===== src/rtl/mult_seq_param_if.sv =====
// Operand/result handshake bundle for mult_seq_param.
// The requester drives the master side; the multiplier is the slave.
interface mult_seq_param_if #(
  parameter int WIDTH = 8
);
  logic                 START;
  logic                 SIGNED_MODE;
  logic [WIDTH-1:0]     A;
  logic [WIDTH-1:0]     B;
  logic [2*WIDTH-1:0]   PR;
  logic                 BUSY;
  logic                 DONE;

  modport master (
    output START, SIGNED_MODE, A, B,
    input  PR, BUSY, DONE
  );

  modport slave (
    input  START, SIGNED_MODE, A, B,
    output PR, BUSY, DONE
  );
endinterface


===== src/rtl/mult_seq_param.sv =====
// Radix-2 shift-and-add multiplier, one multiplier bit per clock.
// Signed mode multiplies magnitudes and fixes the sign in a final FIX cycle.
module mult_seq_param #(
  parameter int WIDTH = 8
) (
  input  logic               CLK,
  input  logic               RESET,
  mult_seq_param_if.slave    bus
);
  localparam int SW = $clog2(WIDTH + 1);

  localparam logic [1:0] ST_IDLE = 2'd0;
  localparam logic [1:0] ST_RUN  = 2'd1;
  localparam logic [1:0] ST_FIX  = 2'd2;
  localparam logic [1:0] ST_DONE = 2'd3;

  logic [1:0]         state_reg, state_next;
  logic [WIDTH-1:0]   ma_reg, ma_next;
  logic [WIDTH-1:0]   mb_reg, mb_next;
  logic               neg_reg, neg_next;
  logic [2*WIDTH-1:0] acc_reg, acc_next;
  logic [2*WIDTH-1:0] pr_reg, pr_next;
  logic [SW-1:0]      step_reg, step_next;

  logic               accept;
  logic [WIDTH-1:0]   a_mag;
  logic [WIDTH-1:0]   b_mag;
  logic [2*WIDTH-1:0] addend;

  assign accept = ((state_reg == ST_IDLE) || (state_reg == ST_DONE)) && bus.START;

  // -2^(WIDTH-1) negates to itself, which read unsigned is the correct magnitude.
  assign a_mag = (bus.SIGNED_MODE && bus.A[WIDTH-1]) ?
                 ((~bus.A) + {{(WIDTH-1){1'b0}}, 1'b1}) : bus.A;
  assign b_mag = (bus.SIGNED_MODE && bus.B[WIDTH-1]) ?
                 ((~bus.B) + {{(WIDTH-1){1'b0}}, 1'b1}) : bus.B;

  assign addend = {{WIDTH{1'b0}}, ma_reg} << step_reg;

  always_comb begin
    state_next = state_reg;
    ma_next    = ma_reg;
    mb_next    = mb_reg;
    neg_next   = neg_reg;
    acc_next   = acc_reg;
    pr_next    = pr_reg;
    step_next  = step_reg;

    if (accept) begin
      ma_next    = a_mag;
      mb_next    = b_mag;
      neg_next   = bus.SIGNED_MODE && (bus.A[WIDTH-1] ^ bus.B[WIDTH-1]);
      acc_next   = '0;
      step_next  = '0;
      state_next = ST_RUN;
    end else begin
      case (state_reg)
        ST_RUN: begin
          if (mb_reg[0]) begin
            acc_next = acc_reg + addend;
          end
          mb_next   = mb_reg >> 1;
          step_next = step_reg + SW'(1);
          if (step_reg == SW'(WIDTH - 1)) begin
            state_next = ST_FIX;
          end
        end
        ST_FIX: begin
          pr_next    = neg_reg ? ((~acc_reg) + {{(2*WIDTH-1){1'b0}}, 1'b1}) : acc_reg;
          state_next = ST_DONE;
        end
        ST_DONE: begin
          state_next = ST_IDLE;
        end
        default: begin
          state_next = ST_IDLE;
        end
      endcase
    end
  end

  always_ff @(posedge CLK) begin
    if (!RESET) begin
      state_reg <= ST_IDLE;
      ma_reg    <= '0;
      mb_reg    <= '0;
      neg_reg   <= 1'b0;
      acc_reg   <= '0;
      pr_reg    <= '0;
      step_reg  <= '0;
    end else begin
      state_reg <= state_next;
      ma_reg    <= ma_next;
      mb_reg    <= mb_next;
      neg_reg   <= neg_next;
      acc_reg   <= acc_next;
      pr_reg    <= pr_next;
      step_reg  <= step_next;
    end
  end

  assign bus.PR   = pr_reg;
  assign bus.BUSY = (state_reg == ST_RUN) || (state_reg == ST_FIX);
  assign bus.DONE = (state_reg == ST_DONE);
endmodule

===== src/flat_wrapper.sv =====
// flat-port wrapper written by rule: the top's interface ports become plain ports
module mult_seq_param_flat 
#(
  parameter int WIDTH = 8
)
  (CLK, RESET, bus_START, bus_SIGNED_MODE, bus_A, bus_B, bus_PR, bus_BUSY, bus_DONE);
  mult_seq_param_if #(.WIDTH(WIDTH)) bus_i ();
  input  logic CLK;
  input  logic RESET;
  input wire logic [$bits(bus_i.START)-1:0] bus_START;
  input wire logic [$bits(bus_i.SIGNED_MODE)-1:0] bus_SIGNED_MODE;
  input wire logic [$bits(bus_i.A)-1:0] bus_A;
  input wire logic [$bits(bus_i.B)-1:0] bus_B;
  output wire logic [$bits(bus_i.PR)-1:0] bus_PR;
  output wire logic [$bits(bus_i.BUSY)-1:0] bus_BUSY;
  output wire logic [$bits(bus_i.DONE)-1:0] bus_DONE;
  assign bus_i.START = bus_START;
  assign bus_i.SIGNED_MODE = bus_SIGNED_MODE;
  assign bus_i.A = bus_A;
  assign bus_i.B = bus_B;
  assign bus_PR = bus_i.PR;
  assign bus_BUSY = bus_i.BUSY;
  assign bus_DONE = bus_i.DONE;
  mult_seq_param #(.WIDTH(WIDTH)) u_core (.CLK(CLK), .RESET(RESET), .bus(bus_i));
endmodule

===== config.mk =====
export PLATFORM = sky130hd
export DESIGN_NAME = mult_seq_param_flat
export DESIGN_NICKNAME = d
export VERILOG_FILES = /design/src/rtl/mult_seq_param_if.sv /design/src/rtl/mult_seq_param.sv /design/src/flat_wrapper.sv
export SDC_FILE = /design/constraint.sdc
export NUM_CORES = 1
export LEC_CHECK = 0
export CORE_MARGIN = 3
export CORE_UTILIZATION = 50
export CTS_BUF_LIST = sky130_fd_sc_hd__clkbuf_8 sky130_fd_sc_hd__clkbuf_16
export DETAILED_ROUTE_END_ITERATION = 8
export PLACE_DENSITY = 0.74
export SYNTH_ARGS = -nofsm -noshare
export SYNTH_HDL_FRONTEND = slang
export SYNTH_SLANG_ARGS = --single-unit

===== constraint.sdc =====
create_clock -name CLK -period 3.1 [get_ports CLK]
set_clock_uncertainty 0.15 [all_clocks]
set_input_delay 0.62 -clock CLK [delete_from_list [all_inputs] [get_ports CLK]]
set_output_delay 0.62 -clock CLK [all_outputs]
set_load 0.05 [all_outputs]

==> qor.csv, run 1 <==
stage,metric,value,unit
run_status,status,finished clean,
routing,via_per_inst,5.67,
grt,grtUsageTotal,0.214,
routing,route.detailed.drc,0,
sta,hold_viol,0,
synth,synth_area_leaders,"dfxtp_1 29%, nand2_1 7.2%, ha_1 7.2%",
worst_setup_path,cp-end-kind,register,
die,die_area,8760,um2
die,rows,31,
synth,synth_area,3830,um2
synth,synth-edff-count,0,
power_and_ir_drop,p_seq_frac,0.394,
sta,slew_violations,0,
clocking,cts.path.max_buffers,2,
finish,antenna_cells,0,
worst_setup_path,crit_arrival,3170,ps
grt,grt_pass1_wl,15300,um
routing,drt_pass1_iterations,4,
synth,synth_cell_types,51,
sta,relSlewSlack,0.336,
routing,routedWlPerCell,14.4,um
grt,grt_pass1_vias,3385,
power_and_ir_drop,clkPwrFrac,0.179,
synth,avgSynthCellArea,8.01,um2
clocking,clock_latency,310,ps
worst_hold_path,min-delay-start,u_core.bus.PR[2],
routing,drt_iter0_markers,109,
finish,fin_nets,580,
sta,rsz0062_at_grt,true,
synth,ys_seq_area_frac,0.287,
power_and_ir_drop,p_per_area,470,nW/um2
power_and_ir_drop,p_sw,0.851,mW
sta,fmax,0.325,GHz
synth,ys.flop_type,dfxtp_1,
synth,yosysTopAreaCellShare,0.287,
clocking,h-tree-depth,2,
sta,setup_viol,0,
clocking,cts_made_buffers,5,
place,dpl_cell_area,4500,um2
clocking,postCtsHoldBufs,0,
synth,ys_warn_count,0,
die,coreArea,7330,um2
synth,synth.most_common_cell,nand2_1,
die,die_w,93.6,um
worst_setup_path,r2r-start,u_core.step_reg[1],
synth,synth_area_leader_cell,dfxtp_1,
power_and_ir_drop,peakVddDrop,0.000271,V
sta,period_minus_slack,3070,ps
sta,tightest_slew,996,ps
routing,drtAntennaViolNets,0,
power_and_ir_drop,pwr-share-comb,0.427,
grt,antenna_found_initial,0,
synth,syn_nets,522,
place,place.gp.congestion,0.947,
die,die_height,93.6,um
worst_setup_path,critical_path_peak_fanout,6,
worst_setup_path,critPathKind,reg2reg,
power_and_ir_drop,p_leak,2.04,nW
grt,grt_overflow,0,
worst_hold_path,hp-class,reg2reg,
routing,via_count,3611,
die,start_util,0.523,
finish,finalInstanceArea,4730,um2
synth,synthTopCellsByCount,"74 x nand2_1, 55 x dfxtp_1, 32 x o21ai_0, 27 x nor2_1, 26 x a21oi_1",
synth,synth-seq-cells,55,
worst_setup_path,critPathLaunch,u_core.step_reg[1],
worst_setup_path,required,3200,ps
sta,period_share,0.992,
finish,synthToLayoutAreaGrowth,23.3,%
place,io_buffers,37,
clocking,cts_tree,built,
grt,grt_max_degree,30,
synth,syn_inst,479,
clocking,clock-sinks,55,
flow_run,cap_violations,0,
routing,wl,9200,um
clocking,cts_root_buffer,clkbuf_8,
place,dp_hpwl,7230,um
synth,synthArstFlopShare,0,
clocking,clk_pin_slew,100,ps
power_and_ir_drop,power.internal,1.37,mW
worst_setup_path,start_kind,register,
power_and_ir_drop,finalPower,2.22,mW
power_and_ir_drop,switching_share,0.383,
die,ios,38,
finish,drive_gt1_frac,0.139,
## routing by layer
layer / wire length (um) / up-vias / GRT usage / part of all wire
met5: 0 / - / 0 / 0
met4: 214 / 0 / 0.0734 / 0.023
met3: 306 / 16 / 0.0322 / 0.033
met2: 4710 / 73 / 0.398 / 0.51
met1: 3980 / 1679 / 0.249 / 0.43
li1: - / 1843 / - / -
## power groups by stage
stage / Combinational (mW) / Clock [mW] / Sequential (mW)
after CTS: 0.914 / 0.403 / 0.871
after global placement: 0.892 / 0 / 0.881
after detailed placement: 0.910 / 0 / 0.887
after global routing: 1.04 / 0.431 / 0.888
final: 0.950 / 0.397 / 0.876
after floorplan: 0.531 / 0 / 0.964
## metrics by stage
step	TNS (ps)	worst slack, ps	utilization	std cells	hold WS [ps]
floorplan	0	48.4	-	479	305
global placement	-189	-117	0.614	625	312
detailed placement	-643	-264	0.614	625	319
CTS	0	9.93	0.628	633	344
global route	-297	-135	0.645	637	358
finish	0	26.2	0.645	637	340
## what timing repair did
action | in CTS | in global routing
gates cloned | 0 | 0
setup buffers | 0 | 4
setup endpoints to repair | 6 | 9
resized for setup | 6 | 26
pin swaps | 0 | 6
## layout by cell type, fill, tap and decap left out, types with 6 or more instances in the layout
cell type | synthesis | routed
a211oi_1 | 10 | 8
a21boi_0 | 6 | 6
a21oi_1 | 26 | 24
and2_1 | 6 | 6
buf_4 | 0 | 40
clkdlybuf4s50_1 | 0 | 37
dfxtp_1 | 55 | 53
ha_1 | 22 | 20
inv_1 | 14 | 15
mux2i_1 | 21 | 18
nand2_1 | 74 | 74
nand3_1 | 20 | 20
nor2_1 | 27 | 27
nor3_1 | 11 | 10
o211a_1 | 20 | 20
o21ai_0 | 32 | 23
o21ai_1 | 0 | 8
xnor2_1 | 16 | 16
xor2_1 | 16 | 16
## area by class of cell
| type | count | area (um2) |
|---|---|---|
| clock buffers | 5 | 68.8 |
| fillers | 640 | 2600 |
| clock inverters | 3 | 16.3 |
| well taps | 99 | 124 |
| flip-flops and latches | 55 | 1110 |
| multi-input cells | 383 | 2670 |
| inverters | 14 | 52.6 |
| repair buffers | 78 | 691 |
## worst max-delay path, cell delays in order (launching register included)
cell and delay (ps):
dfxtp_4 410, buf_4 120, mux2_4 300, o21ai_2 170
mux2i_1 110, and2_1 170, ha_1 280, buf_4 120
o211ai_1 90, a211oi_1 280, o21ai_1 110, buf_4 170
a21oi_4 120, mux2i_2 240, mux2i_1 190
## worst paths after layout
path                                           end  slack, ps  cells after the start
worst min register to register    u_core.bus.PR[2]        340                      1
worst min-delay path              u_core.bus.PR[2]        340                      1
worst max register to register  u_core.acc_reg[15]         30                     14
worst max-delay path            u_core.acc_reg[15]         30                     14
## cells by family after synthesis
family | Yosys count | synth area share
AOI/OAI and AO/OA | 127 | 0.229
xor gates and xnor gates | 32 | 0.0731
adders and majority gates | 23 | 0.0770
buffers and inverters | 41 | 0.0408
DFF | 55 | 0.287
muxes | 27 | 0.0783
and+or+nand+nor | 174 | 0.215
Power figures use the tool's default switching activity.
==> inputs of run 2 (changes only) <==
RECOVER_POWER = 25   (was not set)
==> run 2 against run 1 <==
Compared with the run above: clock-buffer cell count unchanged; utilization down 0.10 points; sequential share of layout area about the same; sequential power about the same; worst hold slack about the same; critical path depth unchanged; total power down 0.25%; worst setup slack better by 21 ps; die area unchanged; largest power group unchanged; global-route usage unchanged; maximum frequency up 0.67%; critical endpoint unchanged; combinational power down 0.5%.
==> qor.csv, run 2 (synthesis gave the netlist of run 1 again) <==
stage,metric,value,unit
run_status,status,finished clean,
worst_setup_path,r2r_setup_slack,50,ps
routing,drt_iter0_markers,107,
clocking,clk_pin_slew,100,ps
worst_hold_path,hold_path_end,u_core.bus.PR[2],
worst_hold_path,hp-class,reg2reg,
worst_setup_path,cp-end-kind,register,
clocking,clock_latency,310,ps
clocking,h-tree-depth,2,
power_and_ir_drop,finalPower,2.22,mW
power_and_ir_drop,peakVddDrop,0.000271,V
grt,grt_pass1_vias,3385,
grt,antenna_found_initial,0,
die,coreArea,7330,um2
finish,fin_nets,580,
die,ios,38,
grt,grt_overflow,0,
grt,grt_max_degree,30,
place,io_buffers,37,
finish,fillers,644,
clocking,cts_made_buffers,5,
place,place.gp.congestion,0.947,
sta,fmax,0.328,GHz
finish,synthToLayoutAreaGrowth,23.1,%
power_and_ir_drop,p_leak,2.04,nW
power_and_ir_drop,p_per_area,470,nW/um2
die,start_util,0.523,
die,die_height,93.6,um
sta,relSlewSlack,0.287,
worst_setup_path,start_kind,register,
clocking,postCtsHoldBufs,0,
clocking,cts_root_buffer,clkbuf_8,
routing,drtAntennaViolNets,0,
clocking,cts.path.max_buffers,2,
sta,period_share,0.985,
worst_setup_path,critPathKind,reg2reg,
grt,grtUsageTotal,0.214,
die,die_w,93.6,um
sta,hold_viol,0,
worst_hold_path,min-delay-start,u_core.bus.PR[2],
sta,period_minus_slack,3050,ps
finish,final_common_cell,nand2_1,
place,dp_hpwl,7230,um
routing,wl,9170,um
worst_setup_path,r2r_end,u_core.acc_reg[15],
clocking,clock-sinks,55,
die,die_area,8760,um2
worst_setup_path,reg2reg_depth,14,
worst_setup_path,r2r-start,u_core.step_reg[1],
finish,drive_gt1_frac,0.136,
finish,fin_util,0.644,
sta,setup_viol,0,
grt,grt_pass1_wl,15300,um
worst_setup_path,required,3200,ps
finish,antenna_cells,0,
sta,slew_violations,0,
die,rows,31,
routing,via_per_inst,5.67,
finish,final_cell_mix,"74 x nand2_1, 53 x dfxtp_1, 38 x buf_4, 36 x clkdlybuf4s50_1, 27 x nor2_1",
sta,rsz0062_at_grt,true,
routing,via_count,3612,
flow_run,cap_violations,0,
sta,tightest_slew,1070,ps
worst_setup_path,crit_arrival,3150,ps
routing,drt_pass1_iterations,4,
routing,routedWlPerCell,14.4,um
worst_setup_path,critical_path_peak_fanout,6,
routing,route.detailed.drc,0,
worst_hold_path,hold_depth,1,
clocking,cts_tree,built,
run 2: cell count changes in the layout (fill, tap and decap cells not counted):
cell / before / now
clkdlybuf4s50_1: 37 / 36
clkbuf_1: 0 / 2
dlygate4sd3_1: 0 / 1
buf_4: 40 / 38
run 2: worst max path at each step:
stage                         end  cells after the start               start  slack [ps]
3_3_place_gp   u_core.acc_reg[12]                     13  u_core.step_reg[1]        -120
3_5_place_dp   u_core.acc_reg[12]                     13  u_core.step_reg[1]        -260
4_1_cts        u_core.acc_reg[15]                     12  u_core.step_reg[1]          10
5_1_grt        u_core.acc_reg[15]                     12  u_core.step_reg[1]        -130
6_report       u_core.acc_reg[15]                     14  u_core.step_reg[1]          50
2_1_floorplan  u_core.acc_reg[12]                     12  u_core.step_reg[1]          50
run 2: layer usage:
metal  part of all wire  up-vias  wire [um]  track usage
li1                   -     1846          -            -
met1               0.43     1675       3940        0.249
met2               0.51       72       4710        0.398
met3              0.033       19        299       0.0322
met4              0.024        0        221       0.0734
met5                  0        -          0            0
run 2: power breakdown:
| part | total [mW] | switching [mW] | internal, mW |
|---|---|---|---|
| Clock | 0.396 | 0.241 | 0.156 |
| Combinational | 0.945 | 0.526 | 0.419 |
| Sequential | 0.875 | 0.0809 | 0.795 |
| Total | 2.22 | 0.848 | 1.37 |
run 2: cell type report:
cell class / count / area, um2 / share of cell area
Multi-Input combinational cell: 383 / 2670 / 0.566
Sequential cell: 55 / 1110 / 0.234
Timing Repair Buffer: 78 / 683 / 0.145
Tap cell: 99 / 124 / 0.0262
Clock buffer: 5 / 68.8 / 0.0146
Inverter: 14 / 52.6 / 0.0111
Clock inverter: 3 / 16.3 / 0.00344
run 2: critical path: stages, from the launching register on:
cell and delay, ps:
dfxtp_4 410, buf_4 120, mux2_4 300, o21ai_2 170, mux2i_1 110, and2_1 170, ha_1 280, buf_4 120
o211ai_1 90, a211oi_1 260, o21ai_1 110, buf_4 170, a21oi_4 120, mux2i_2 240, mux2i_1 190
run 2: what timing repair did:
| item | in CTS | in global routing |
|---|---|---|
| gates cloned | 0 | 0 |
| endpoints found under the setup margin | 6 | 9 |
| gates resized for setup | 6 | 26 |
| pin swaps | 0 | 6 |
| buffers inserted | 0 | 4 |
run 2: per-stage QoR:
step | setup TNS [ps] | instance area, um2 | cells | hold slack, ps | setup WS, ps
global route | -297 | 4720 | 637 | 358 | -135
finish | 0 | 4720 | 637 | 340 | 46.8
detailed placement | -643 | 4500 | 625 | 319 | -264
global placement | -189 | 4500 | 625 | 312 | -117
CTS | 0 | 4600 | 633 | 344 | 9.93
floorplan | 0 | 3840 | 479 | 305 | 48.4
